==> src/rtl/led_chase_sequencer.sv <==
// One-hot running-light sequencer with a clock prescaler, an up/down/bounce FSM and a command port.
// Optional pause input is enabled by defining LED_SEQ_PAUSE_EN.
module led_chase_sequencer #(
  parameter int LEDS     = 8,
  parameter int TICK_DIV = 3,
  parameter int DIV_W    = 8
) (
  input  logic            clk,
  input  logic            rst_n,
  input  logic            cmd_valid,
  input  logic [1:0]      cmd_op,
  output logic            cmd_ready,
  output logic [LEDS-1:0] led,
  output logic            busy,
  output logic            wrap
`ifdef LED_SEQ_PAUSE_EN
  ,
  input  logic            pause
`endif
);

  typedef enum logic [1:0] {
    IDLE = 2'd0,
    UP   = 2'd1,
    DOWN = 2'd2
  } state_t;

  localparam logic [1:0] OP_STOP     = 2'b00;
  localparam logic [1:0] OP_RUN_UP   = 2'b01;
  localparam logic [1:0] OP_RUN_DOWN = 2'b10;
  localparam logic [1:0] OP_BOUNCE   = 2'b11;

  localparam logic [LEDS-1:0]  LED_LSB  = {{(LEDS-1){1'b0}}, 1'b1};
  localparam logic [LEDS-1:0]  LED_MSB  = LED_LSB << (LEDS-1);
  localparam logic [DIV_W-1:0] DIV_LAST = DIV_W'(TICK_DIV - 1);

  state_t            state_q, state_d;
  logic [LEDS-1:0]   led_q, led_d;
  logic [DIV_W-1:0]  div_q, div_d;
  logic              bounce_q, bounce_d;
  logic              wrap_q, wrap_d;
  logic              pause_w;
  logic              running;
  logic              step;
  logic              accept;

`ifdef LED_SEQ_PAUSE_EN
  assign pause_w = pause;
`else
  assign pause_w = 1'b0;
`endif

  assign running   = (state_q != IDLE);
  assign step      = running && !pause_w && (div_q == DIV_LAST);
  assign cmd_ready = !running || step;
  assign accept    = cmd_valid && cmd_ready;

  always_comb begin
    state_d  = state_q;
    led_d    = led_q;
    div_d    = div_q;
    bounce_d = bounce_q;
    wrap_d   = 1'b0;

    if (running && !pause_w) begin
      div_d = step ? '0 : div_q + 1'b1;
    end

    // An accepted command takes priority over the step it coincides with.
    if (accept) begin
      div_d    = '0;
      bounce_d = 1'b0;
      case (cmd_op)
        OP_STOP: begin
          state_d = IDLE;
          led_d   = '0;
        end
        OP_RUN_UP: begin
          state_d = UP;
          led_d   = LED_LSB;
        end
        OP_RUN_DOWN: begin
          state_d = DOWN;
          led_d   = LED_MSB;
        end
        OP_BOUNCE: begin
          state_d  = UP;
          led_d    = LED_LSB;
          bounce_d = 1'b1;
        end
        default: ;
      endcase
    end else if (step) begin
      case (state_q)
        UP: begin
          if (!led_q[LEDS-1]) begin
            led_d = led_q << 1;
          end else begin
            wrap_d = 1'b1;
            if (bounce_q) begin
              led_d   = led_q >> 1;
              state_d = DOWN;
            end else begin
              led_d = LED_LSB;
            end
          end
        end
        DOWN: begin
          if (!led_q[0]) begin
            led_d = led_q >> 1;
          end else begin
            wrap_d = 1'b1;
            if (bounce_q) begin
              led_d   = led_q << 1;
              state_d = UP;
            end else begin
              led_d = LED_MSB;
            end
          end
        end
        default: ;
      endcase
    end
  end

  always_ff @(posedge clk or negedge rst_n) begin
    if (!rst_n) begin
      state_q  <= IDLE;
      led_q    <= '0;
      div_q    <= '0;
      bounce_q <= 1'b0;
      wrap_q   <= 1'b0;
    end else begin
      state_q  <= state_d;
      led_q    <= led_d;
      div_q    <= div_d;
      bounce_q <= bounce_d;
      wrap_q   <= wrap_d;
    end
  end

  assign led  = led_q;
  assign wrap = wrap_q;
  assign busy = running;

endmodule

==> config.mk <==
export PLATFORM = sky130hd
export DESIGN_NAME = led_chase_sequencer
export DESIGN_NICKNAME = d
export VERILOG_FILES = /design/src/rtl/led_chase_sequencer.sv
export SDC_FILE = /design/constraint.sdc
export NUM_CORES = 1
export LEC_CHECK = 0
export ABC_AREA = 1
export BUFFER_PORTS_ARGS = -buffer_cell sky130_fd_sc_hd__buf_2
export CAP_MARGIN = 0
export CORE_UTILIZATION = 30
export DETAILED_ROUTE_END_ITERATION = 10
export PLACE_DENSITY = 0.44
export SYNTH_ARGS = -nofsm -noshare
export SYNTH_HDL_FRONTEND = slang
export SYNTH_SLANG_ARGS = --single-unit
==> constraint.sdc <==
create_clock -name clk -period 1.8 [get_ports clk]
set_input_delay 0.36 -clock clk [delete_from_list [all_inputs] [get_ports clk]]
set_output_delay 0.36 -clock clk [all_outputs]
set_load 0.05 [all_outputs]
==> results.tsv, run 1 <==
stage	metric	value	unit
run_status	status	complete, no violations	
flow_run	drv_cap	0	
setup_path	crit_chain	inv_1 -> ha_1 -> nand2_1 -> nor2_2 -> nand2_2 -> nand2_8 -> buf_8	
power	pwr-share-clk	11.3	%
logic_synthesis	ys.flop_type	dfrtp_1	
global_route	use_met1	24.6	%
setup_path	cp-end-kind	output port	
power	powerDensity	1900	nW/um2
layout	fin_nets	222	
global_route	grtUsageTotal	17.2	%
placed_design	place_congestion	0.802	
timing	final.min_clock_period	1750	ps
layout	layout_commonest_cell	nand2_1	
placed_design	hpwl	2420	um
placed_design	placed_area	1470	um2
timing	setup_tns	0	ps
global_route	grt-ovfl-total	0	
routing	wl_per_cell	13.4	um
power	internal_power	1510	uW
placed_design	post-place-ws	115	ps
routing	vias	1299	
die	initial_core_util	32.2	%
power	finalPower	3120	uW
logic_synthesis	syn_area	1330	um2
cts	clock_latency	260	ps
timing	rsz0062_at_grt	false	
timing	drv_slew	0	
logic_synthesis	synthCells	184	
routing	drt_wl_total	3490	um
cts	cts_root_buffer	clkbuf_8	
cts	htree_levels	1	
setup_path	cpPeakStageDelay	380	ps
global_route	grt_use_met2	24.8	%
logic_synthesis	yosysWarnings	0	
die	die_h	68.5	um
layout	stdcell_area	1650	um2
logic_synthesis	synthDistinctLibCells	24	
setup_path	crit_arrival	1390	ps
global_route	antenna_found_initial	0	
timing	hold_viol	0	
cts	cts_buffers	3	
power	ir_drop	750	uV
hold_path	hp-class	input pin to async pin	
global_route	grt_max_degree	21	
die	die_w	68.5	um
timing	tightest_slew	499	ps
setup_path	critPathSlowestCell	dfrtp_1	
logic_synthesis	ys_seq_elements	20	
cts	clock_sinks	20	
setup_path	cp_max_fo	8	
timing	finClkSkew	9.57	ps
logic_synthesis	synthArstFlopShare	100	%
timing	setup_viol	0	
timing	postLayoutSetupSlackWorst	52.3	ps
die	rows	23	
logic_synthesis	syn_nets	194	
placed_design	port_buffers	15	
die	die_area	4690	um2
routing	first_pass_iters	4	
routing	postRouteAntennaNets	0	
global_route	grt_use_met3	4.61	%
power	pwr-share-comb	64.2	%
layout	drive_above_1_share	24.2	%
global_route	grt.busiest_layer	met2	
routing	drc	0	
die	coreArea	4120	um2
setup_path	path_class	register to output port	
timing	finalCritPeriodShare	97.1	%
logic_synthesis	synth-edff-count	0	
setup_path	cp.required	1440	ps
routing	viasPerCell	4.98	
power	power.switching	1620	uW
die	io_pins	16	
cts	cts_tree	yes	
global_route	grt_pass1_wl	5930	um
power	p_leak	0.000781	uW
logic_synthesis	avgSynthCellArea	7.21	um2
power	seq_power_share	24.5	%
logic_synthesis	yosysSeqAreaShare	37.7	%
layout	layout_common_cells	nand2_1 (49), dfrtp_1 (20), o21ai_0 (18)	
routing	first_iter_violations	51	
layout	area_growth	24.2	%
setup_path	worstSetupStartpointType	register	
cts	clk_path_buf_depth	2	
global_route	grt_pass1_vias	1228	
cts	path_clk_slew	80	ps
layout	diodes	0	
timing	relSlewSlack	66.7	%
power	switching_share	51.8	%
timing	fmax	572	MHz
==> synthesized netlist by cell type (2+ instances only) <==
library cell	n	area, um2
o21ai_0	19	95.1
nor2_1	15	56.3
nand4_1	3	18.8
inv_2	6	22.5
buf_2	4	20.0
inv_1	16	60.1
nor3_1	4	20.0
nand2_1	49	184
o21ai_1	5	25.0
nand2_2	2	12.5
nand3_1	9	45.0
nor2_2	3	18.8
nand2_4	2	22.5
dfrtp_1	20	500
ha_1	5	62.6
a21oi_1	9	45.0
o211ai_1	6	45.0
==> routing by layer <==
layer | up-vias | routed length, um
met5 | - | 0
met4 | 0 | 42
met3 | 4 | 135
met2 | 32 | 1500
met1 | 600 | 1810
li1 | 663 | -
==> area by class of cell <==
| cell class | instances | area, um2 |
|---|---|---|
| clock buffers | 4 | 55.1 |
| repair buffers | 29 | 201 |
| inverters | 22 | 88.8 |
| multi-input cells | 136 | 739 |
| fillers | 435 | 2470 |
| well taps | 50 | 62.6 |
| flip-flops and latches | 20 | 500 |
==> stage by stage <==
stage          instances  util, %  hold WS [ps]
6_report             261     40.0          51.6
5_1_grt              261     40.0          82.5
4_1_cts              252     37.6          67.2
3_5_place_dp         246     35.7           352
3_3_place_gp         246     35.7           351
2_1_floorplan        184        -          64.4
==> registers in the layout, indices dropped and copies added, names as in the netlist <==
name and count:
bounce_q 1, div_q 8, led 8, state_q 2, wrap 1
==> kinds of logic after synthesis <==
| family | Yosys count | synth area share, % |
|---|---|---|
| buffers and inverters | 28 | 8.87 |
| adders and majority gates | 5 | 4.72 |
| xor gates and xnor gates | 1 | 0.660 |
| and+or+nand+nor | 88 | 29.8 |
| AOI/OAI and AO/OA | 42 | 18.2 |
| DFF | 20 | 37.7 |
==> worst max-delay path, delay by kind of cell, from the launching register on <==
family	cells	cell delay (ps)
flops	1	380
simple gates	4	380
buf+inv	2	210
fa+ha+maj	1	140
==> path summary, 6_finish.rpt <==
check | depth (start not counted) | end | slack [ps] | from
setup / recovery | 7 | cmd_ready | 50 | div_q[0]$_DFFE_PN0P_
hold / removal | 1 | div_q[0]$_DFFE_PN0P_ | 50 | rst_n
setup reg to reg | 8 | led[4]$_DFFE_PN0P_ | 120 | state_q[1]$_DFFE_PN0P_
hold reg to reg | 2 | div_q[7]$_DFFE_PN0P_ | 540 | div_q[7]$_DFFE_PN0P_
max in group asynchronous | 1 | led[5]$_DFFE_PN0P_ | 1410 | rst_n
min in group clk | 3 | bounce_q$_DFFE_PN0P_ | 390 | cmd_op[1]
==> power groups by stage <==
stage                     Sequential (uW)  Combinational [uW]  Clock, uW
after floorplan                       919                1180          0
after global placement                774                1680          0
after detailed placement              783                1690          0
after CTS                             767                1780        358
after global routing                  792                2200        381
final                                 765                2010        354
==> timing repair <==
action                     in CTS  in global routing
buffers inserted                2                  9
setup endpoints to repair       1                 16
gates resized for setup         3                  9
gates cloned                    0                  0
pin swaps                       0                  4
hold buffers                    0                  0
No activity file was read; power rests on OpenSTA's default activity.
==> inputs of run 2 (changes only) <==
--- a/config.mk
+++ b/config.mk
@@ -11,6 +11,7 @@
 export CORE_UTILIZATION = 30
 export DETAILED_ROUTE_END_ITERATION = 10
 export PLACE_DENSITY = 0.44
+export REMOVE_ABC_BUFFERS = 1
 export SYNTH_ARGS = -nofsm -noshare
 export SYNTH_HDL_FRONTEND = slang
 export SYNTH_SLANG_ARGS = --single-unit
==> run 2 against run 1 <==
  * Clock skew down 5.9 ps
  * Register-to-register slack improved by 50 ps
  * Sequential power grew 1%
  * Worst setup slack better by 64 ps
  * Sequential share of layout area increased by 1.4 points
  * Critical path type unchanged
  * Largest cell class unchanged
==> results.tsv, run 2 (synthesized netlist as in run 1, its figures left out) <==
stage	metric	value	unit	change
power	p_leak	0.000752	uW	was 0.000781 uW
layout	fin_nets	214		was 222
layout	area_growth	18.6	%	was 24.2%
global_route	antenna_found_initial	0		unchanged
layout	layout.cells.non_filler	253		was 261
placed_design	port_buffers	15		unchanged
global_route	grtUsageTotal	16.4	%	was 17.2%
timing	postLayoutSetupSlackWorst	116	ps	was 52.3 ps
routing	vias	1270		was 1299
power	pwr-share-clk	15.3	%	was 11.3%
timing	final.min_clock_period	1680	ps	was 1750 ps
placed_design	place_congestion	0.765		was 0.802
timing	setup_viol	0		unchanged
layout	nFillCells	433		was 435
cts	cts_root_buffer	clkbuf_8		unchanged
timing	finClkSkew	3.71	ps	was 9.57 ps
setup_path	critPathSlowestCell	dfrtp_1		unchanged
timing	tightest_slew	479	ps	was 499 ps
cts	path_clk_slew	90	ps	was 80 ps
die	die_w	68.5	um	unchanged
global_route	grt_pass1_wl	5750	um	was 5930 um
global_route	grt.busiest_layer	met2		unchanged
layout	stdcell_area	1570	um2	was 1650 um2
die	io_pins	16		unchanged
setup_path	crit_arrival	1320	ps	was 1390 ps
global_route	grt-ovfl-total	0		unchanged
power	power.switching	1540	uW	was 1620 uW
timing	rsz0062_at_grt	false		unchanged
routing	first_pass_iters	4		unchanged
timing	setup_tns	0	ps	unchanged
layout	layout_common_cells	nand2_1 (49), dfrtp_1 (20), o21ai_0 (18)		unchanged
cts	clock_latency	260	ps	about the same
routing	drt_wl_total	3280	um	was 3490 um
global_route	grt_max_degree	21		unchanged
layout	diodes	0		unchanged
power	ir_drop	760	uV	was 750 uV
placed_design	hpwl	2380	um	was 2420 um
global_route	grt_pass1_vias	1226		was 1228
routing	wl_per_cell	13.0	um	was 13.4 um
die	die_h	68.5	um	unchanged
power	internal_power	1490	uW	was 1510 uW
power	powerDensity	1920	nW/um2	was 1900 nW/um2
cts	htree_levels	1		unchanged
setup_path	cp-end-kind	output port		unchanged
placed_design	post-place-ws	127	ps	was 115 ps
die	coreArea	4120	um2	unchanged
timing	hold_viol	0		unchanged
timing	drv_slew	0		unchanged
layout	multi_input_area	713	um2	was 739 um2
cts	clk_path_buf_depth	2		unchanged
setup_path	cpPeakStageDelay	390	ps	was 380 ps
setup_path	path_class	register to output port		unchanged
timing	relSlewSlack	68.1	%	was 66.7%
global_route	use_met1	23.2	%	was 24.6%
cts	clock_sinks	20		unchanged
run_status	status	complete, no violations		unchanged
flow_run	drv_cap	0		unchanged
power	seq_power_share	25.6	%	was 24.5%
die	rows	23		unchanged
cts	cts_buffers	3		unchanged
routing	drc	0		unchanged
routing	first_iter_violations	36		was 51
setup_path	worstSetupStartpointType	register		unchanged
layout	drive_above_1_share	20.7	%	was 24.2%
routing	viasPerCell	5.02		was 4.98
global_route	grt_use_met2	25.5	%	was 24.8%
hold_path	hp-class	input pin to async pin		unchanged
routing	postRouteAntennaNets	0		unchanged
placed_design	place_inst	245		was 246
setup_path	cp.required	1440	ps	about the same
cts	cts_tree	yes		unchanged
power	pwr-share-comb	59.1	%	was 64.2%
die	die_area	4690	um2	unchanged
setup_path	r2r_cells	12		was 8
timing	fmax	594	MHz	was 572 MHz
die	initial_core_util	32.2	%	unchanged
setup_path	cp_max_fo	6		was 8
layout	layout_commonest_cell	nand2_1		unchanged
timing	finalCritPeriodShare	93.5	%	was 97.1%
placed_design	placed_area	1460	um2	was 1470 um2
global_route	grt_use_met3	1.97	%	was 4.61%
layout	register_area	500	um2	unchanged
power	switching_share	50.8	%	was 51.8%
setup_path	crit_chain	inv_1 -> ha_1 -> nand2_1 -> nor2_2 -> nand2_2 -> nand2_4 -> buf_8		was inv_1 -> ha_1 -> nand2_1 -> nor2_2 -> nand2_2 -> nand2_8 -> buf_8
-- run 2: worst paths after layout --
path	from	endpoint	slack (ps)
min in group clk	cmd_op[1]	bounce_q$_DFFE_PN0P_	370
setup / recovery	div_q[0]$_DFFE_PN0P_	cmd_ready	120
hold / removal	rst_n	wrap$_DFF_PN0_	50
max in group asynchronous	rst_n	led[7]$_DFFE_PN0P_	1430
hold reg to reg	state_q[1]$_DFFE_PN0P_	state_q[1]$_DFFE_PN0P_	520
setup reg to reg	div_q[0]$_DFFE_PN0P_	state_q[0]$_DFFE_PN0P_	170
-- run 2: power by group through the flow --
stage	clock network [uW]	logic (uW)	registers [uW]
after floorplan	0	1030	949
after global placement	0	1650	788
after detailed placement	0	1650	788
after CTS	477	1760	773
after global routing	501	1990	802
final	463	1790	773
-- run 2: metrics by stage --
stage               hold WS, ps  power (uW)  util [%]
floorplan                  64.4        1980         -
global placement            349        2440      35.4
detailed placement          358        2440      35.4
CTS                        70.1        3010      37.8
global route               75.4        3290      38.2
finish                     45.7        3030      38.2
-- run 2: area by class of cell --
| cell class | count | area share, % |
|---|---|---|
| Multi-Input combinational cell | 136 | 45.3 |
| Inverter | 22 | 5.25 |
| Timing Repair Buffer | 21 | 9.07 |
| Sequential cell | 20 | 31.8 |
| Clock inverter | 1 | 1.91 |
| Clock buffer | 3 | 2.63 |
| Tap cell | 50 | 3.98 |
-- run 2: critical path: cells and delay by family (launching register included) --
kind                       cells  cell delay (ps)
adders and majority gates      1              140
buffers and inverters          2              210
DFF                            1              390
and+or+nand+nor                4              330
-- run 2: layer usage --
metal / up-vias / wire [um]
met5: - / 0
met4: 0 / 40
met3: 4 / 82
met2: 20 / 1480
met1: 606 / 1680
li1: 640 / -
-- run 2: repair_timing --
item / CTS / global route
endpoints found under the hold margin: 0 / 0
setup endpoints to repair: 1 / 5
pin swaps: 1 / 2
buffers inserted: 3 / 1
gates resized for setup: 2 / 4
gates cloned: 0 / 0
hold buffers: 0 / 0
==> inputs of run 3 (changes only) <==
--- a/config.mk
+++ b/config.mk
@@ -12,6 +12,7 @@
 export DETAILED_ROUTE_END_ITERATION = 10
 export PLACE_DENSITY = 0.44
 export REMOVE_ABC_BUFFERS = 1
+export SETUP_SLACK_MARGIN = 0.4
 export SYNTH_ARGS = -nofsm -noshare
 export SYNTH_HDL_FRONTEND = slang
 export SYNTH_SLANG_ARGS = --single-unit
==> run 3 against run 2 <==
  * Global-route usage up 1.1 points
  * Die area unchanged
  * Core utilization up 6.3 points
  * Worst setup slack worse by 1.6 ps
  * Critical path type unchanged
==> results.tsv, run 3 (synthesized netlist as in run 1, its figures left out) <==
stage	metric	value	unit	change
power	ir_drop	820	uV	was 760 uV
setup_path	path_class	register to output port		unchanged
cts	clock_latency	260	ps	about the same
setup_path	cp-end-kind	output port		unchanged
timing	finalCritPeriodShare	93.6	%	was 93.5%
layout	utilization	44.5	%	was 38.2%
setup_path	worstSetupStartpointType	register		unchanged
power	internal_power	1840	uW	was 1490 uW
cts	clk_path_buf_depth	2		unchanged
global_route	grtUsageTotal	17.6	%	was 16.4%
routing	drc	0		unchanged
routing	route.top_layer_used	met4		unchanged
layout	diodes	0		unchanged
timing	drv_slew	0		unchanged
timing	rsz0062_at_grt	true		was false
global_route	grt-ovfl-total	0		unchanged
timing	fmax	593	MHz	was 594 MHz
flow_run	drv_cap	0		unchanged
die	die_w	68.5	um	unchanged
timing	setup_viol	0		unchanged
routing	postRouteAntennaNets	0		unchanged
placed_design	port_buffers	15		unchanged
global_route	grt_max_degree	21		unchanged
layout	layout_commonest_cell	nand2_1		unchanged
layout	area_growth	38.0	%	was 18.6%
routing	first_pass_iters	4		unchanged
die	initial_core_util	32.2	%	unchanged
hold_path	hp-class	input pin to async pin		unchanged
global_route	grt_pass1_vias	1268		was 1226
power	switching_share	48.9	%	was 50.8%
cts	cts_root_buffer	clkbuf_8		unchanged
timing	final.min_clock_period	1690	ps	was 1680 ps
routing	vias	1365		was 1270
power	seq_power_share	21.1	%	was 25.6%
routing	first_iter_violations	48		was 36
cts	clock_sinks	20		unchanged
layout	nFillCells	414		was 433
die	io_pins	16		unchanged
global_route	antenna_found_initial	0		unchanged
die	rows	23		unchanged
placed_design	hpwl	2380	um	unchanged
cts	hold_buffers	0		unchanged
die	coreArea	4120	um2	unchanged
setup_path	cp.required	1440	ps	about the same
timing	finClkSkew	2.68	ps	was 3.71 ps
power	pwr-share-clk	12.9	%	was 15.3%
setup_path	cp_max_fo	3		was 6
cts	cts_tree	yes		unchanged
timing	tightest_slew	488	ps	was 479 ps
power	pwr-share-comb	66.0	%	was 59.1%
timing	setup_tns	0	ps	unchanged
power	p_leak	0.000832	uW	was 0.000752 uW
layout	layout_common_cells	nand2_1 (44), dfrtp_1 (17), nor2_1 (14), o21ai_0 (14)		was nand2_1 (49), dfrtp_1 (20), o21ai_0 (18)
layout	drive_above_1_share	34.4	%	was 20.7%
timing	hold_viol	0		unchanged
routing	routed-wl-met2	1710	um	was 1480 um
routing	drt_wl_total	3670	um	was 3280 um
global_route	grt_pass1_wl	6110	um	was 5750 um
routing	viasPerCell	5.15		was 5.02
routing	wl_met1	1780	um	was 1680 um
setup_path	crit_arrival	1330	ps	was 1320 ps
cts	path_clk_slew	80	ps	was 90 ps
power	powerDensity	1970	nW/um2	was 1920 nW/um2
cts	cts_buffers	3		unchanged
routing	wl_met3	138	um	was 82 um
power	power.switching	1760	uW	was 1540 uW
run_status	status	complete, no violations		unchanged
routing	wl_per_cell	13.8	um	was 13.0 um
timing	relSlewSlack	67.5	%	was 68.1%
cts	htree_levels	1		unchanged
placed_design	place_congestion	0.765		unchanged
die	die_area	4690	um2	unchanged
die	die_h	68.5	um	unchanged
layout	fin_nets	226		was 214
run 3: cell types whose count changed in the layout (fill, tap and decap cells not counted), sizes merged:
cell,delta
buf,+7
nand2,+1
clkbuf,+4
run 3: critical path, stage by stage, from the launching register on:
cell,delay (ps)
dfrtp_1,390
inv_1,60
ha_1,140
nand2_1,60
nor2_2,90
nand2_2,80
nand2_4,100
buf_8,150
run 3: what timing repair did:
| action | CTS | global route |
|---|---|---|
| cloned | 1 | 1 |
| gates resized for setup | 32 | 21 |
| setup buffers | 12 | 2 |
| setup endpoints to repair | 19 | 24 |
| pin swaps | 3 | 3 |
| endpoints found under the hold margin | 0 | 0 |
run 3: metrics by stage:
stage,area (um2),total power [uW],hold WS [ps],setup slack [ps],std cells
4_1_cts,1750,3460,70.0,74.2,262
3_3_place_gp,1460,2440,349,113,245
2_1_floorplan,1290,1980,64.4,-34.0,178
5_1_grt,1830,3890,76.2,11.6,265
6_report,1830,3610,48.6,115,265
3_5_place_dp,1460,2440,358,127,245
run 3: routing by layer:
layer	up-vias	track usage, %
met5	-	0
met4	0	5.99
met3	4	1.97
met2	28	27.3
met1	660	25.0
li1	673	-
run 3: final cells by class:
class / instances / area [um2] / share of cell area (%)
inverter: 22 / 87.6 / 4.78
sequential: 20 / 504 / 27.5
timing repair buffer: 32 / 278 / 15.2
multi-input combinational: 137 / 827 / 45.2
clock buffer: 3 / 41.3 / 2.26
clock inverter: 1 / 30.0 / 1.64
tap: 50 / 62.6 / 3.42
run 3: path summary, 6_finish.rpt:
check	startpoint	to	slack, ps	cells after the start
worst min-delay path	rst_n	div_q[6]$_DFFE_PN0P_	50	1
min in group clk	cmd_op[1]	bounce_q$_DFFE_PN0P_	350	3
worst min register to register	div_q[7]$_DFFE_PN0P_	div_q[7]$_DFFE_PN0P_	540	2
worst max-delay path	div_q[0]$_DFFE_PN0P_	cmd_ready	110	7
worst max register to register	div_q[0]$_DFFE_PN0P_	state_q[0]$_DFFE_PN0P_	160	13
max in group asynchronous	rst_n	led[7]$_DFFE_PN0P_	1390	1
run 3: power by group through the flow:
stage | Sequential [uW] | Combinational [uW] | Clock [uW]
2_1_floorplan | 949 | 1030 | 0
3_3_place_gp | 788 | 1650 | 0
3_5_place_dp | 788 | 1650 | 0
4_1_cts | 752 | 2230 | 477
5_1_grt | 786 | 2600 | 500
6_report | 759 | 2380 | 466
